File: config.mk
export PLATFORM = sky130hd
export DESIGN_NAME = sb_rx_packet_decoder
export DESIGN_NICKNAME = d
export VERILOG_FILES = /design/src/rtl/sb_rx_pkg.sv /design/src/rtl/sb_rx_pattern_det.sv /design/src/rtl/sb_rx_packet_decoder.sv
export SDC_FILE = /design/constraint.sdc
export NUM_CORES = 1
export LEC_CHECK = 0
export BUFFER_PORTS_ARGS = -buffer_cell sky130_fd_sc_hd__buf_4
export CAP_MARGIN = 10
export CORE_ASPECT_RATIO = 0.6
export CORE_MARGIN = 4
export CORE_UTILIZATION = 63
export CTS_BUF_LIST = sky130_fd_sc_hd__clkbuf_4
export DETAILED_ROUTE_END_ITERATION = 12
export PLACE_DENSITY_LB_ADDON = 0.15
export SLEW_MARGIN = 20
export SYNTH_ARGS = -nofsm -noshare
export SYNTH_HDL_FRONTEND = slang
export SYNTH_SLANG_ARGS = --single-unit
File: constraint.sdc
create_clock -name i_clk -period 5.9 [get_ports i_clk]
set_input_delay 1.18 -clock i_clk [delete_from_list [all_inputs] [get_ports i_clk]]
set_output_delay 1.18 -clock i_clk [all_outputs]
set_load 0.01 [all_outputs]
File: src/rtl/sb_rx_pkg.sv
// Shared constants, header field positions and decode helpers for the
// sideband receive path.
package sb_rx_pkg;

  localparam logic [63:0] SB_CLK_PATTERN = 64'hAAAA_AAAA_AAAA_AAAA;

  localparam logic [4:0] OP_CPL_DATA   = 5'b11001;
  localparam logic [4:0] OP_MSG_DATA   = 5'b11011;
  localparam logic [4:0] OP_CPL_NODATA = 5'b10000;
  localparam logic [4:0] OP_MSG_NODATA = 5'b10010;

  localparam int HDR_OP_LSB  = 0;
  localparam int HDR_OP_MSB  = 4;
  localparam int HDR_MSG_LSB = 14;
  localparam int HDR_MSG_MSB = 21;
  localparam int HDR_CP_BIT  = 62;
  localparam int HDR_DP_BIT  = 63;

  typedef enum logic [1:0] {
    ST_IDLE,
    ST_HUNT,
    ST_LOCKED,
    ST_WAIT_DATA
  } sb_rx_state_t;

  function automatic logic sb_is_data_op(input logic [4:0] op);
    return (op == OP_CPL_DATA) || (op == OP_MSG_DATA);
  endfunction

  function automatic logic sb_is_nodata_op(input logic [4:0] op);
    return (op == OP_CPL_NODATA) || (op == OP_MSG_NODATA);
  endfunction

  // Completions always answer a request; messages only when msgcode[0] is set.
  function automatic logic sb_is_rsp(input logic [4:0] op, input logic msg_lsb);
    return (op == OP_CPL_DATA) || (op == OP_CPL_NODATA) ||
           (((op == OP_MSG_DATA) || (op == OP_MSG_NODATA)) && msg_lsb);
  endfunction

  function automatic logic sb_cp_calc(input logic [61:0] hdr_lo);
    return ^hdr_lo;
  endfunction

endpackage

File: src/rtl/sb_rx_pattern_det.sv
// Counts consecutive sideband clock-pattern words during the hunt and holds
// the sticky lock flag until the hunt is cancelled.
module sb_rx_pattern_det
  import sb_rx_pkg::*;
#(
  parameter int MATCH_CNT = 2
) (
  input  logic        i_clk,
  input  logic        i_rst_n,
  input  logic        i_clear,
  input  logic        i_hunt,
  input  logic        i_valid,
  input  logic [63:0] i_data,
  output logic        o_match_done,
  output logic        o_lock
);

  logic [3:0] lane_match;
  logic [3:0] cnt_reg, cnt_next;
  logic       lock_reg, lock_next;
  logic       word_match;
  logic [3:0] cnt_inc;

  // Split the 64-bit compare into four 16-bit lanes to keep the compare tree shallow.
  genvar gi;
  generate
    for (gi = 0; gi < 4; gi++) begin : g_lane
      assign lane_match[gi] = (i_data[gi*16 +: 16] == SB_CLK_PATTERN[gi*16 +: 16]);
    end
  endgenerate

  assign word_match   = &lane_match;
  assign cnt_inc      = cnt_reg + 4'd1;
  assign o_match_done = i_hunt && i_valid && word_match && (cnt_inc == 4'(MATCH_CNT));
  assign o_lock       = lock_reg;

  always_comb begin
    cnt_next  = cnt_reg;
    lock_next = lock_reg;
    if (i_clear) begin
      cnt_next  = 4'd0;
      lock_next = 1'b0;
    end else if (i_hunt && i_valid) begin
      if (!word_match) begin
        cnt_next = 4'd0;
      end else if (o_match_done) begin
        cnt_next  = 4'd0;
        lock_next = 1'b1;
      end else begin
        cnt_next = cnt_inc;
      end
    end
  end

  always_ff @(posedge i_clk or negedge i_rst_n) begin
    if (!i_rst_n) begin
      cnt_reg  <= 4'd0;
      lock_reg <= 1'b0;
    end else begin
      cnt_reg  <= cnt_next;
      lock_reg <= lock_next;
    end
  end

endmodule

File: src/rtl/sb_rx_packet_decoder.sv
// Sideband RX: pattern lock during SBINIT, then header/data framing, parity
// and opcode checks, and packet delivery with a response-delivered pulse.
module sb_rx_packet_decoder
  import sb_rx_pkg::*;
#(
  parameter int PATTERN_MATCH_CNT = 2,
  parameter int DATA_WAIT_MAX     = 8
) (
  input  logic        i_clk,
  input  logic        i_rst_n,
  input  logic        i_start_detect,
  input  logic        i_deser_valid,
  input  logic [63:0] i_deser_data,
  output logic        o_rx_sb_pattern_samp_done,
  output logic        o_rx_sb_rsp_delivered,
  output logic        o_pkt_valid,
  output logic [63:0] o_pkt_hdr,
  output logic [63:0] o_pkt_data,
  output logic        o_pkt_has_data,
  output logic        o_parity_err,
  output logic        o_opcode_err,
  output logic        o_framing_err
);

  localparam int WCW = $clog2(DATA_WAIT_MAX + 1);

  sb_rx_state_t   state_reg, state_next;
  logic [WCW-1:0] wait_cnt_reg, wait_cnt_next, wait_inc;
  logic [63:0]    hdr_reg, hdr_next;
  logic           pkt_valid_reg, pkt_valid_next;
  logic           rsp_reg, rsp_next;
  logic [63:0]    pkt_hdr_reg, pkt_hdr_next;
  logic [63:0]    pkt_data_reg, pkt_data_next;
  logic           has_data_reg, has_data_next;
  logic           par_err_reg, par_err_next;
  logic           op_err_reg, op_err_next;
  logic           frm_err_reg, frm_err_next;

  logic           match_done;
  logic [4:0]     word_op;
  logic           word_filler, word_cp_ok, word_known, word_is_data;
  logic           data_dp_ok;

  sb_rx_pattern_det #(
    .MATCH_CNT (PATTERN_MATCH_CNT)
  ) u_pattern_det (
    .i_clk        (i_clk),
    .i_rst_n      (i_rst_n),
    .i_clear      (!i_start_detect),
    .i_hunt       (state_reg == ST_HUNT),
    .i_valid      (i_deser_valid),
    .i_data       (i_deser_data),
    .o_match_done (match_done),
    .o_lock       (o_rx_sb_pattern_samp_done)
  );

  assign word_op      = i_deser_data[HDR_OP_MSB:HDR_OP_LSB];
  assign word_filler  = (i_deser_data == SB_CLK_PATTERN) || (i_deser_data == 64'd0);
  assign word_cp_ok   = (i_deser_data[HDR_CP_BIT] == sb_cp_calc(i_deser_data[HDR_CP_BIT-1:0]));
  assign word_is_data = sb_is_data_op(word_op);
  assign word_known   = word_is_data || sb_is_nodata_op(word_op);
  assign data_dp_ok   = (hdr_reg[HDR_DP_BIT] == ^i_deser_data);
  assign wait_inc     = wait_cnt_reg + WCW'(1);

  always_comb begin
    state_next     = state_reg;
    wait_cnt_next  = wait_cnt_reg;
    hdr_next       = hdr_reg;
    pkt_valid_next = 1'b0;
    rsp_next       = 1'b0;
    par_err_next   = 1'b0;
    op_err_next    = 1'b0;
    frm_err_next   = 1'b0;
    pkt_hdr_next   = pkt_hdr_reg;
    pkt_data_next  = pkt_data_reg;
    has_data_next  = has_data_reg;

    if (!i_start_detect) begin
      // Abort silently: drop any partial packet, delivered fields stay visible.
      state_next    = ST_IDLE;
      wait_cnt_next = '0;
      hdr_next      = 64'd0;
    end else begin
      case (state_reg)
        ST_IDLE: state_next = ST_HUNT;

        ST_HUNT: if (match_done) state_next = ST_LOCKED;

        ST_LOCKED: begin
          if (i_deser_valid && !word_filler) begin
            if (!word_cp_ok || !word_known) begin
              par_err_next = !word_cp_ok;
              op_err_next  = !word_known;
            end else if (word_is_data) begin
              hdr_next      = i_deser_data;
              wait_cnt_next = '0;
              state_next    = ST_WAIT_DATA;
            end else if (i_deser_data[HDR_DP_BIT]) begin
              par_err_next = 1'b1;
            end else begin
              pkt_valid_next = 1'b1;
              rsp_next       = sb_is_rsp(word_op, i_deser_data[HDR_MSG_LSB]);
              pkt_hdr_next   = i_deser_data;
              pkt_data_next  = 64'd0;
              has_data_next  = 1'b0;
            end
          end
        end

        ST_WAIT_DATA: begin
          if (i_deser_valid) begin
            state_next = ST_LOCKED;
            if (data_dp_ok) begin
              pkt_valid_next = 1'b1;
              rsp_next       = sb_is_rsp(hdr_reg[HDR_OP_MSB:HDR_OP_LSB], hdr_reg[HDR_MSG_LSB]);
              pkt_hdr_next   = hdr_reg;
              pkt_data_next  = i_deser_data;
              has_data_next  = 1'b1;
            end else begin
              par_err_next = 1'b1;
            end
          end else if (wait_inc == WCW'(DATA_WAIT_MAX)) begin
            frm_err_next  = 1'b1;
            wait_cnt_next = '0;
            state_next    = ST_LOCKED;
          end else begin
            wait_cnt_next = wait_inc;
          end
        end

        default: state_next = ST_IDLE;
      endcase
    end
  end

  always_ff @(posedge i_clk or negedge i_rst_n) begin
    if (!i_rst_n) begin
      state_reg     <= ST_IDLE;
      wait_cnt_reg  <= '0;
      hdr_reg       <= 64'd0;
      pkt_valid_reg <= 1'b0;
      rsp_reg       <= 1'b0;
      pkt_hdr_reg   <= 64'd0;
      pkt_data_reg  <= 64'd0;
      has_data_reg  <= 1'b0;
      par_err_reg   <= 1'b0;
      op_err_reg    <= 1'b0;
      frm_err_reg   <= 1'b0;
    end else begin
      state_reg     <= state_next;
      wait_cnt_reg  <= wait_cnt_next;
      hdr_reg       <= hdr_next;
      pkt_valid_reg <= pkt_valid_next;
      rsp_reg       <= rsp_next;
      pkt_hdr_reg   <= pkt_hdr_next;
      pkt_data_reg  <= pkt_data_next;
      has_data_reg  <= has_data_next;
      par_err_reg   <= par_err_next;
      op_err_reg    <= op_err_next;
      frm_err_reg   <= frm_err_next;
    end
  end

  assign o_rx_sb_rsp_delivered = rsp_reg;
  assign o_pkt_valid           = pkt_valid_reg;
  assign o_pkt_hdr             = pkt_hdr_reg;
  assign o_pkt_data            = pkt_data_reg;
  assign o_pkt_has_data        = has_data_reg;
  assign o_parity_err          = par_err_reg;
  assign o_opcode_err          = op_err_reg;
  assign o_framing_err         = frm_err_reg;

endmodule

Yosys cells after proc, flatten, opt, wreduce, memory -nomap -nowiden
Cells that the tools add are included.
{ "op_classes": {"eq_ne": 40, "mux": 81, "n_reduce_logical": 31, "n_addsub": 2} }
{ "op_table": {"columns": ["operator", "n"], "rows": [
  ["two-way mux 64 bit", 17],
  ["one-hot mux 64 bit (2 select lines)", 2],
  ["== test 16 bit, second input constant", 4],
  ["== test 64 bit, second input constant", 1],
  ["zero test 64 bit", 1],
  ["XOR reduction 64 bit", 1],
  ["XOR reduction 62 bit", 1],
  ["== test 5 bit, second input constant", 8],
  ["two-way mux 4 bit", 10],
  ["two-way mux 1 bit", 39],
  ["!= test 3 bit, second input constant", 5],
  ["two-way mux 2 bit", 7],
  ["!= test 2 bit, second input constant", 7],
  ["!= test 2 x 1 -> 1 bit, second input constant", 6],
  ["logical OR 1 bit", 11],
  ["AND reduction 5 bit", 2],
  ["adder 4 x 1 -> 4 bit, second input constant", 2],
  ["one-hot mux 1 bit (2 select lines)", 4],
  ["one-hot mux 2 bit (4 select lines)", 1],
  ["one-hot mux 4 bit (2 select lines)", 1],
  ["AND reduction 4 bit", 2],
  ["AND reduction 8 bit", 1],
  ["logical AND 1 bit", 6],
  ["== test 2 bit, second input constant", 2],
  ["10 further kinds", 13]
]} }
{ "word_totals": {"reg_bits": 209, "elab_cells": 167, "inputBits": 68} }

Depth between registers and ports, before layout
Gate-level depths: netlist (run 1).
{ "logic_depth": {"ltp_word": 10, "depth_mapped": 11, "ltp_nobuf": 9} }

Modules after synthesis
From an unflattened synthesis (run 1), not the netlist that was laid out.
{ "unflattened": {"hier_cells": 956, "area_unflattened_um2": 10780.3} }
{ "by_module_without_submodules": {"columns": ["module", "n_inst", "cells_per_inst", "area_each_um2", "seq_area_each_um2"], "rows": [
  ["sb_rx_packet_decoder", 1, 898, 10266.1, 5104.9],
  ["sb_rx_pattern_det", 1, 58, 514.2, 125.1]
]} }

Worst setup path before layout (run 1)
Ideal clock, no wire load.
{ "synth_timing": {"kind": "input to register", "start": "input port i_deser_data[4]", "end": "register pkt_data_reg[0] (netlist: o_pkt_data[0])", "t_required_ns": 5.775, "setup_time_ns": 0.125, "path_slack_ns": 2.051, "path_stages": 11, "arrival_ns": 3.724, "cell_sequence": "inv_1 ha_1 xnor3_1 xnor3_1 xnor3_1 xnor3_2 xnor2_4 o22ai_2 buf_12 buf_12 mux2_4"} }
{ "synth_via": {"elab_chain_cells": 7, "elab_cells_between_ends": 24, "cone_classes": "11 x eq/ne; 13 x reduce/logical"} }
{ "synth_rtl": {"columns": ["item", "line_no", "text"], "rows": [
  ["start, declared", "sb_rx_packet_decoder.sv:13", "input logic [63:0] i_deser_data,"],
  ["parallel branches: the longest is 6 deep, another holds == test 64 bit", null, null],
  ["AND reduction 8 bit (no line) (*)", null, null],
  ["end signal, assigned", "sb_rx_packet_decoder.sv:156", "pkt_data_reg <= pkt_data_next;"],
  ["end, declared", "sb_rx_packet_decoder.sv:33", "logic [63:0] pkt_data_reg, pkt_data_next;"]
]} }
Mark *: on every way between the ends.
A chain may end at the register's enable or synchronous reset.

Worst setup path in the final report (run 1)
{ "layout_timing": {"start": "input port i_deser_data[62]", "end": "register hdr_reg[51]"} }
{ "layout_via": {"elab_chain_cells": 6, "elab_cells_between_ends": 11, "cone_classes": "4 x eq/ne; 7 x reduce/logical"} }
{ "layout_rtl": {"columns": ["item", "line_no", "text"], "rows": [
  ["== test 64 bit / zero test 64 bit (equally long branches)", "sb_rx_packet_decoder.sv:58", "assign word_filler = (i_deser_data == SB_CLK_PATTERN) || (i_deser_data == 64'd0);"],
  ["logical OR 1 bit", "sb_rx_packet_decoder.sv:58", null],
  ["zero test 1 bit", "sb_rx_packet_decoder.sv:90", "if (i_deser_valid && !word_filler) begin"],
  ["logical AND 1 bit", "sb_rx_packet_decoder.sv:90", null],
  ["!= test 2 x 1 -> 1 bit (no line)", null, null],
  ["AND reduction 4 bit (no line) (*)", null, null],
  ["end signal, assigned", "sb_rx_packet_decoder.sv:152", "hdr_reg <= hdr_next;"],
  ["end, declared", "sb_rx_packet_decoder.sv:29", "logic [63:0] hdr_reg, hdr_next;"]
]} }
Every way passes the cells marked *; elsewhere a longest branch is shown, timed or not.

==> flow_metrics.py, run 1 <==
metrics = {
    "grt": {
        "grtUsageTotal_pct": 27.4,
        "antenna_found_initial": 1,
        "grt_pass1_wl_mm": 44.3,
        "grt.overflow.total": 0,
        "grt_pass1_vias": 8114,
        "grt_max_degree": 98,
    },
    "synthesis": {
        "synth_top_area_share_pct": 47.1,
        "synth-edff-count": 0,
        "synth_area_leader_cell": "dfrtp_1",
        "ys.warnings.count": 0,
        "seq_area_frac_synth_pct": 47.1,
        "async_flop_share_pct": 100,
        "synth_nets": 1068,
        "synthTopCellsByArea": "dfrtp_1 47%, mux2_4 16%, ha_1 7.9%, a22o_1 5.1%, o21ai_0 3.3%",
        "ys.flop_type": "dfrtp_1",
        "yosys.cell_types.count": 51,
        "syn_area_per_cell_um2": 11.9,
        "synth-seq-cells": 209,
        "syn_inst": 930,
        "synth.cell_area_um2": 11100,
    },
    "place": {
        "dpl-instance-area_um2": 12600,
        "hpwlAfterDp_mm": 19.3,
        "numPortBuffers": 202,
        "gp_congestion": 0.857,
    },
    "final_layout": {
        "drive_above_1_share_pct": 35.9,
        "area_growth_pct": 18.6,
        "diodes": 0,
        "layout_commonest_cell": "dfrtp_1",
        "layout.nets": 1278,
        "mostFrequentLayoutCells": "209 x dfrtp_1, 208 x buf_4, 118 x mux2_4, 76 x nor2_1, 73 x o21ai_0",
        "design_area_um2": 13200,
    },
    "critical_path": {
        "end_kind": "flop",
        "cp_data_arrival_time_ns": 4.51,
        "crit_path_start_kind": "input port",
        "required_ns": 6.44,
        "worstRegToRegCells": 6,
        "critPathKind": "in -> reg",
        "crit_start": "i_deser_data[62]",
        "rr_startpoint": "state_reg[0]",
        "path_max_fanout": 54,
    },
    "sta": {
        "fin_tns_setup_ns": 0,
        "setup_violations": 0,
        "fin_skew_ns": 0.0448,
        "max_freq_mhz": 252,
        "drv_slew": 0,
        "slew_headroom_pct": 38.0,
        "max_slew.worst_pin.slew_ns": 0.928,
        "min_period_over_period_pct": 67.3,
        "finalHoldViolCount": 0,
        "rsz0062_at_grt": "no",
        "min_period_ns": 3.97,
    },
    "clock_tree": {
        "htreeDepth": 2,
        "cts_tree": "yes",
        "cts.repair.resized": 0,
        "clockBufferDepth": 3,
        "cts_setup_buffers": 0,
        "clkLatencyLatePin_ns": 0.64,
        "clkSinkCount": 209,
        "ctsHoldBuffers": 0,
        "clockRootBuffer": "clkbuf_4",
        "numCtsBuffers": 49,
        "cts.clk_slew.worst_paths_ns": 0.07,
    },
    "detailed_routing": {
        "ant_nets": 0,
        "detail_route.wl_per_cell_um": 19.9,
        "viasPerCell": 5.66,
        "dr.pass1.iters": 5,
        "vias": 7948,
        "drt-total-wl_mm": 27.9,
        "drc_errors": 0,
        "first_iter_violations": 712,
    },
    "power": {
        "power.share.combinational_pct": 19.2,
        "p_int_mw": 2.21,
        "pwr-share-clk_pct": 35.3,
        "ir_drop_v": 0.000242,
        "swShare_pct": 29.6,
        "p_leak_nw": 6.86,
        "power_switching_mw": 0.933,
        "pwr-share-seq_pct": 45.5,
        "pwr_density_cell_nw_per_um2": 239,
    },
    "floorplan": {
        "rows": 37,
        "die_h_um": 111,
        "core_um2": 17200,
        "start_util_pct": 64.5,
        "dieWidth_um": 179,
        "die_area_um2": 19900,
        "io_pins": 203,
    },
    "flow_run": {
        "max_cap_violations": 0,
    },
    "status": {
        "outcome": "complete, no violations",
    },
    "min_path": {
        "worstHoldPathCells": 1,
        "hp-class": "reg -> reg",
        "min-delay-start": "hdr_reg[45]",
    },
}
power by group through the flow:
stage,combinational [mW],sequential (mW),clock (mW)
after floorplan,0.402,1.46,0
after global placement,0.589,1.46,0
after detailed placement,0.600,1.46,0
after CTS,0.604,1.43,1.13
after global routing,0.659,1.43,1.21
final,0.604,1.43,1.11
worst paths after layout:
kind	to	slack, ns
setup / recovery	hdr_reg[51]	1.93
hold / removal	hdr_reg[45]	0.50
setup reg to reg	o_pkt_data[60]	2.72
hold reg to reg	hdr_reg[45]	0.50
max in group asynchronous	o_pkt_hdr[31]	4.02
min in group asynchronous	o_pkt_hdr[56]	0.61
final cells by class:
type	count	area, um2
multi-input combinational	598	5200
inverter	71	267
tap	234	293
sequential	209	5230
timing repair buffer	211	1620
clock buffer	69	518
clock inverter	13	51.3
fill	1184	4050
through the flow:
step | utilization [%] | instances | hold slack, ns | worst slack [ns] | total power [mW]
after CTS | 76.5 | 1405 | 0.509 | 2.02 | 3.17
after floorplan | - | 930 | 0.473 | 2.05 | 1.86
after detailed placement | 73.2 | 1323 | 0.491 | 1.38 | 2.06
final | 76.5 | 1405 | 0.505 | 1.93 | 3.15
after global placement | 73.2 | 1323 | 0.487 | 1.41 | 2.05
after global routing | 76.5 | 1405 | 0.514 | 1.85 | 3.30
critical path, cell delays in order:
cell and delay, ns:
buf_4 0.13, inv_1 0.29, ha_1 0.26, nand4_1 0.12, nor4_1 0.67, a22oi_1 0.27, and3_1 0.30, a31oi_4 0.36
buf_4 0.62, a22o_1 0.26
per-layer routing:
layer	global-route usage (%)	vias up	part of all wire [%]
met2	37.6	311	42
met3	8.07	32	8.6
met5	0	-	0.064
li1	-	3656	-
met1	43.0	3947	48
met4	5.83	2	1.1
Yosys cell counts, drive strengths merged, types with 3 or more instances:
cell	count
mux2	126
nand2b	3
a21oi	8
ha	70
nor4	6
nand2	73
a22o	65
xor2	3
nand4	17
xnor2	27
a22oi	5
and3	3
nand3	6
clkbuf	25
dfrtp	209
inv	71
nor3	5
nor2	77
a31oi	3
buf	27
o21ai	73
xnor3	4
cell families (layout without fill, tap and decap cells):
family / after synthesis / in the layout / synth area share, %
flip-flops: 209 / 209 / 47.1
AND/OR/NAND/NOR: 197 / 197 / 7.75
AO/OA/AOI/OAI: 169 / 169 / 10.5
multiplexers: 128 / 128 / 16.9
buffers and inverters: 123 / 364 / 6.40
adder cells (fa/ha/maj): 70 / 70 / 7.89
XOR/XNOR: 34 / 34 / 3.42
Power figures use the tool's default switching activity.
==> run 2, diff against run 1 <==
ABC_AREA = 1   (was unset)
CORE_UTILIZATION = 59   (was 63)
clock period = 4 ns   (was 5.9 ns; I/O delays follow)
==> run 2 against run 1 <==
Effect of this change: register-to-register slack got worse by 0.88 ns; wire length rose by 16%; clock skew fell by 0.0063 ns; setup slack got worse by 0.83 ns; largest power group unchanged; via count rose by 39%; cell area rose by 5.6%.
==> flow_metrics.py, run 2 <==
metrics = {
    "power": {
        "pwr_density_cell_nw_per_um2": 484,
        "power.share.combinational_pct": 32.0,
        "p_leak_nw": 8.00,
        "pwr-share-clk_pct": 25.7,
        "p_int_mw": 4.32,
        "swShare_pct": 35.9,
        "ir_drop_v": 0.000392,
        "pwr-share-seq_pct": 42.4,
        "p_total_mw": 6.74,
        "power_switching_mw": 2.42,
    },
    "synthesis": {
        "async_flop_share_pct": 100,
        "synth_common_cells": "539 x nand2_1, 278 x nand3_1, 209 x dfrtp_1",
        "synth_area_leader_cell": "dfrtp_1",
        "synth_most_common_cell": "nand2_1",
        "synth-edff-count": 0,
        "yosys.cell_types.count": 28,
        "synth_nets": 1679,
        "ys.flop_type": "dfrtp_1",
        "syn_area_per_cell_um2": 7.55,
        "synth-seq-cells": 209,
        "syn_inst": 1541,
        "synth.cell_area_um2": 11600,
        "synthTopCellsByArea": "dfrtp_1 45%, nand2_1 17%, nand3_1 12%, ha_1 7.5%, inv_1 3.7%",
        "synth_top_area_share_pct": 44.9,
        "seq_area_frac_synth_pct": 44.9,
        "ys.warnings.count": 0,
    },
    "clock_tree": {
        "ctsHoldBuffers": 0,
        "numCtsBuffers": 50,
        "clockBufferDepth": 3,
        "cts_tree": "yes",
        "cts.clk_slew.worst_paths_ns": 0.06,
        "clkSinkCount": 209,
        "clockRootBuffer": "clkbuf_4",
        "clkLatencyLatePin_ns": 0.65,
        "htreeDepth": 2,
        "cts.repair.resized": 0,
        "cts_setup_buffers": 0,
    },
    "sta": {
        "fin_tns_setup_ns": 0,
        "min_period_ns": 2.90,
        "max_freq_mhz": 344,
        "min_period_over_period_pct": 72.6,
        "rsz0062_at_grt": "no",
        "max_slew.worst_pin.slew_ns": 0.922,
        "drv_slew": 0,
        "hold_ws_ns": 0.268,
        "setup_violations": 0,
        "slew_headroom_pct": 38.5,
        "fin_skew_ns": 0.0386,
        "finalHoldViolCount": 0,
    },
    "critical_path": {
        "required_ns": 4.56,
        "end_kind": "flop",
        "path_max_fanout": 129,
        "crit_path_start_kind": "input port",
        "critPathKind": "in -> reg",
        "cp_data_arrival_time_ns": 3.46,
    },
    "grt": {
        "grt_util_met3_pct": 6.99,
        "grt_pass1_vias": 10100,
        "grtUsageTotal_pct": 29.0,
        "top_usage_layer": "met1",
        "grt_pass1_wl_mm": 52.3,
        "met1_usage_pct": 46.3,
        "antenna_found_initial": 1,
        "grt_max_degree": 130,
        "grt_use_met2_pct": 40.1,
        "grt.overflow.total": 0,
    },
    "floorplan": {
        "die_h_um": 117,
        "core_um2": 19200,
        "start_util_pct": 60.7,
        "die_area_um2": 22100,
        "rows": 39,
        "io_pins": 203,
        "dieWidth_um": 189,
    },
    "final_layout": {
        "mostFrequentLayoutCells": "538 x nand2_1, 278 x nand3_1, 209 x dfrtp_1, 209 x buf_4, 116 x inv_1",
        "seqCellArea_um2": 5230,
        "fill_cells": 1540,
        "layout_commonest_cell": "nand2_1",
        "layout.nets": 1859,
        "diodes": 0,
        "post-route-util_pct": 72.5,
        "drive_above_1_share_pct": 17.3,
        "area_growth_pct": 19.5,
        "multi_input_area_um2": 5530,
    },
    "detailed_routing": {
        "first_iter_violations": 1286,
        "viasPerCell": 5.45,
        "detail_route.wl_per_cell_um": 16.0,
        "ant_nets": 0,
        "drt-total-wl_mm": 32.4,
        "dr.pass1.iters": 6,
        "vias": 11000,
        "drc_errors": 0,
    },
    "flow_run": {
        "max_cap_violations": 0,
    },
    "place": {
        "hpwlAfterDp_mm": 22.3,
        "numPortBuffers": 202,
        "gp_congestion": 0.884,
    },
    "status": {
        "outcome": "complete, no violations",
    },
    "min_path": {
        "hp-class": "in -> async",
    },
}
## run 2: changes by cell type after synthesis, sizes merged, moves of 5 or more
| cell | change |
|---|---|
| a22o | -65 |
| buf | +19 |
| clkbuf | +20 |
| nand2 | +469 |
| a22oi | -5 |
| nor2 | +22 |
| inv | +46 |
| xnor2 | -14 |
| nand4 | +6 |
| nand3 | +273 |
| mux2 | -126 |
## run 2: layout make-up
cell class | instances | area share (%)
clock inverters | 13 | 0.369
repair buffers | 219 | 12.6
well taps | 266 | 2.39
inverters | 117 | 3.18
flip-flops and latches | 209 | 37.6
multi-input cells | 1124 | 39.8
clock buffers | 75 | 4.05
## run 2: kinds of logic after synthesis
kind of cell / share of synthesized area (%)
adder cells (fa/ha/maj): 7.52
AND/OR/NAND/NOR: 34.8
flip-flops: 44.9
AO/OA/AOI/OAI: 3.56
XOR/XNOR: 1.50
buffers and inverters: 7.72
## run 2: power groups by stage
stage | registers (mW) | logic, mW | clock network (mW)
finish | 2.85 | 2.15 | 1.73
global route | 2.91 | 2.39 | 1.87
CTS | 2.85 | 2.16 | 1.75
detailed placement | 2.88 | 2.16 | 0
global placement | 2.87 | 2.10 | 0
floorplan | 3.01 | 0.928 | 0
## run 2: path summary, 6_finish.rpt
path | start | to | slack [ns] | cells past startpoint
worst min register to register | o_pkt_hdr[34] | o_pkt_hdr[34] | 0.47 | 2
worst max-delay path | i_deser_data[58] | o_pkt_data[17] | 1.10 | 21
worst min-delay path | i_rst_n | o_pkt_data[35] | 0.27 | 1
worst max register to register | state_reg[1] | o_pkt_data[17] | 1.84 | 9
max in group asynchronous | i_rst_n | wait_cnt_reg[1] | 2.81 | 2
min in group i_clk | i_deser_data[30] | hdr_reg[30] | 0.39 | 3
## run 2: worst max-delay path, cell delays in order
cell     delay [ns]
buf_4          0.12
inv_1          0.15
ha_1           0.27
inv_1          0.07
nand2_1        0.08
nand2_1        0.07
nand2_1        0.04
nand2_1        0.10
inv_1          0.06
nand2_1        0.06
nand2_1        0.06
nand2_1        0.07
nand2_1        0.08
nand2_1        0.10
nand3_1        0.09
nand2_2        0.15
nand3_2        0.12
nand2_4        0.11
buf_12         0.43
nand3_1        0.23
nand2_1        0.11
## run 2: through the flow
| stage | area (um2) | cells | worst slack (ns) |
|---|---|---|---|
| 2_1_floorplan | 11600 | 1541 | 1.24 |
| 3_3_place_gp | 13300 | 1935 | 0.638 |
| 3_5_place_dp | 13300 | 1935 | 0.557 |
| 4_1_cts | 13900 | 2023 | 1.20 |
| 5_1_grt | 13900 | 2023 | 0.854 |
| 6_report | 13900 | 2023 | 1.10 |
## run 2: layer usage
layer  part of all wire [%]  vias up
met4                    1.5        2
met3                     11       46
met1                     47     5070
met2                     40      576
li1                       -     5325
met5                  0.040        -
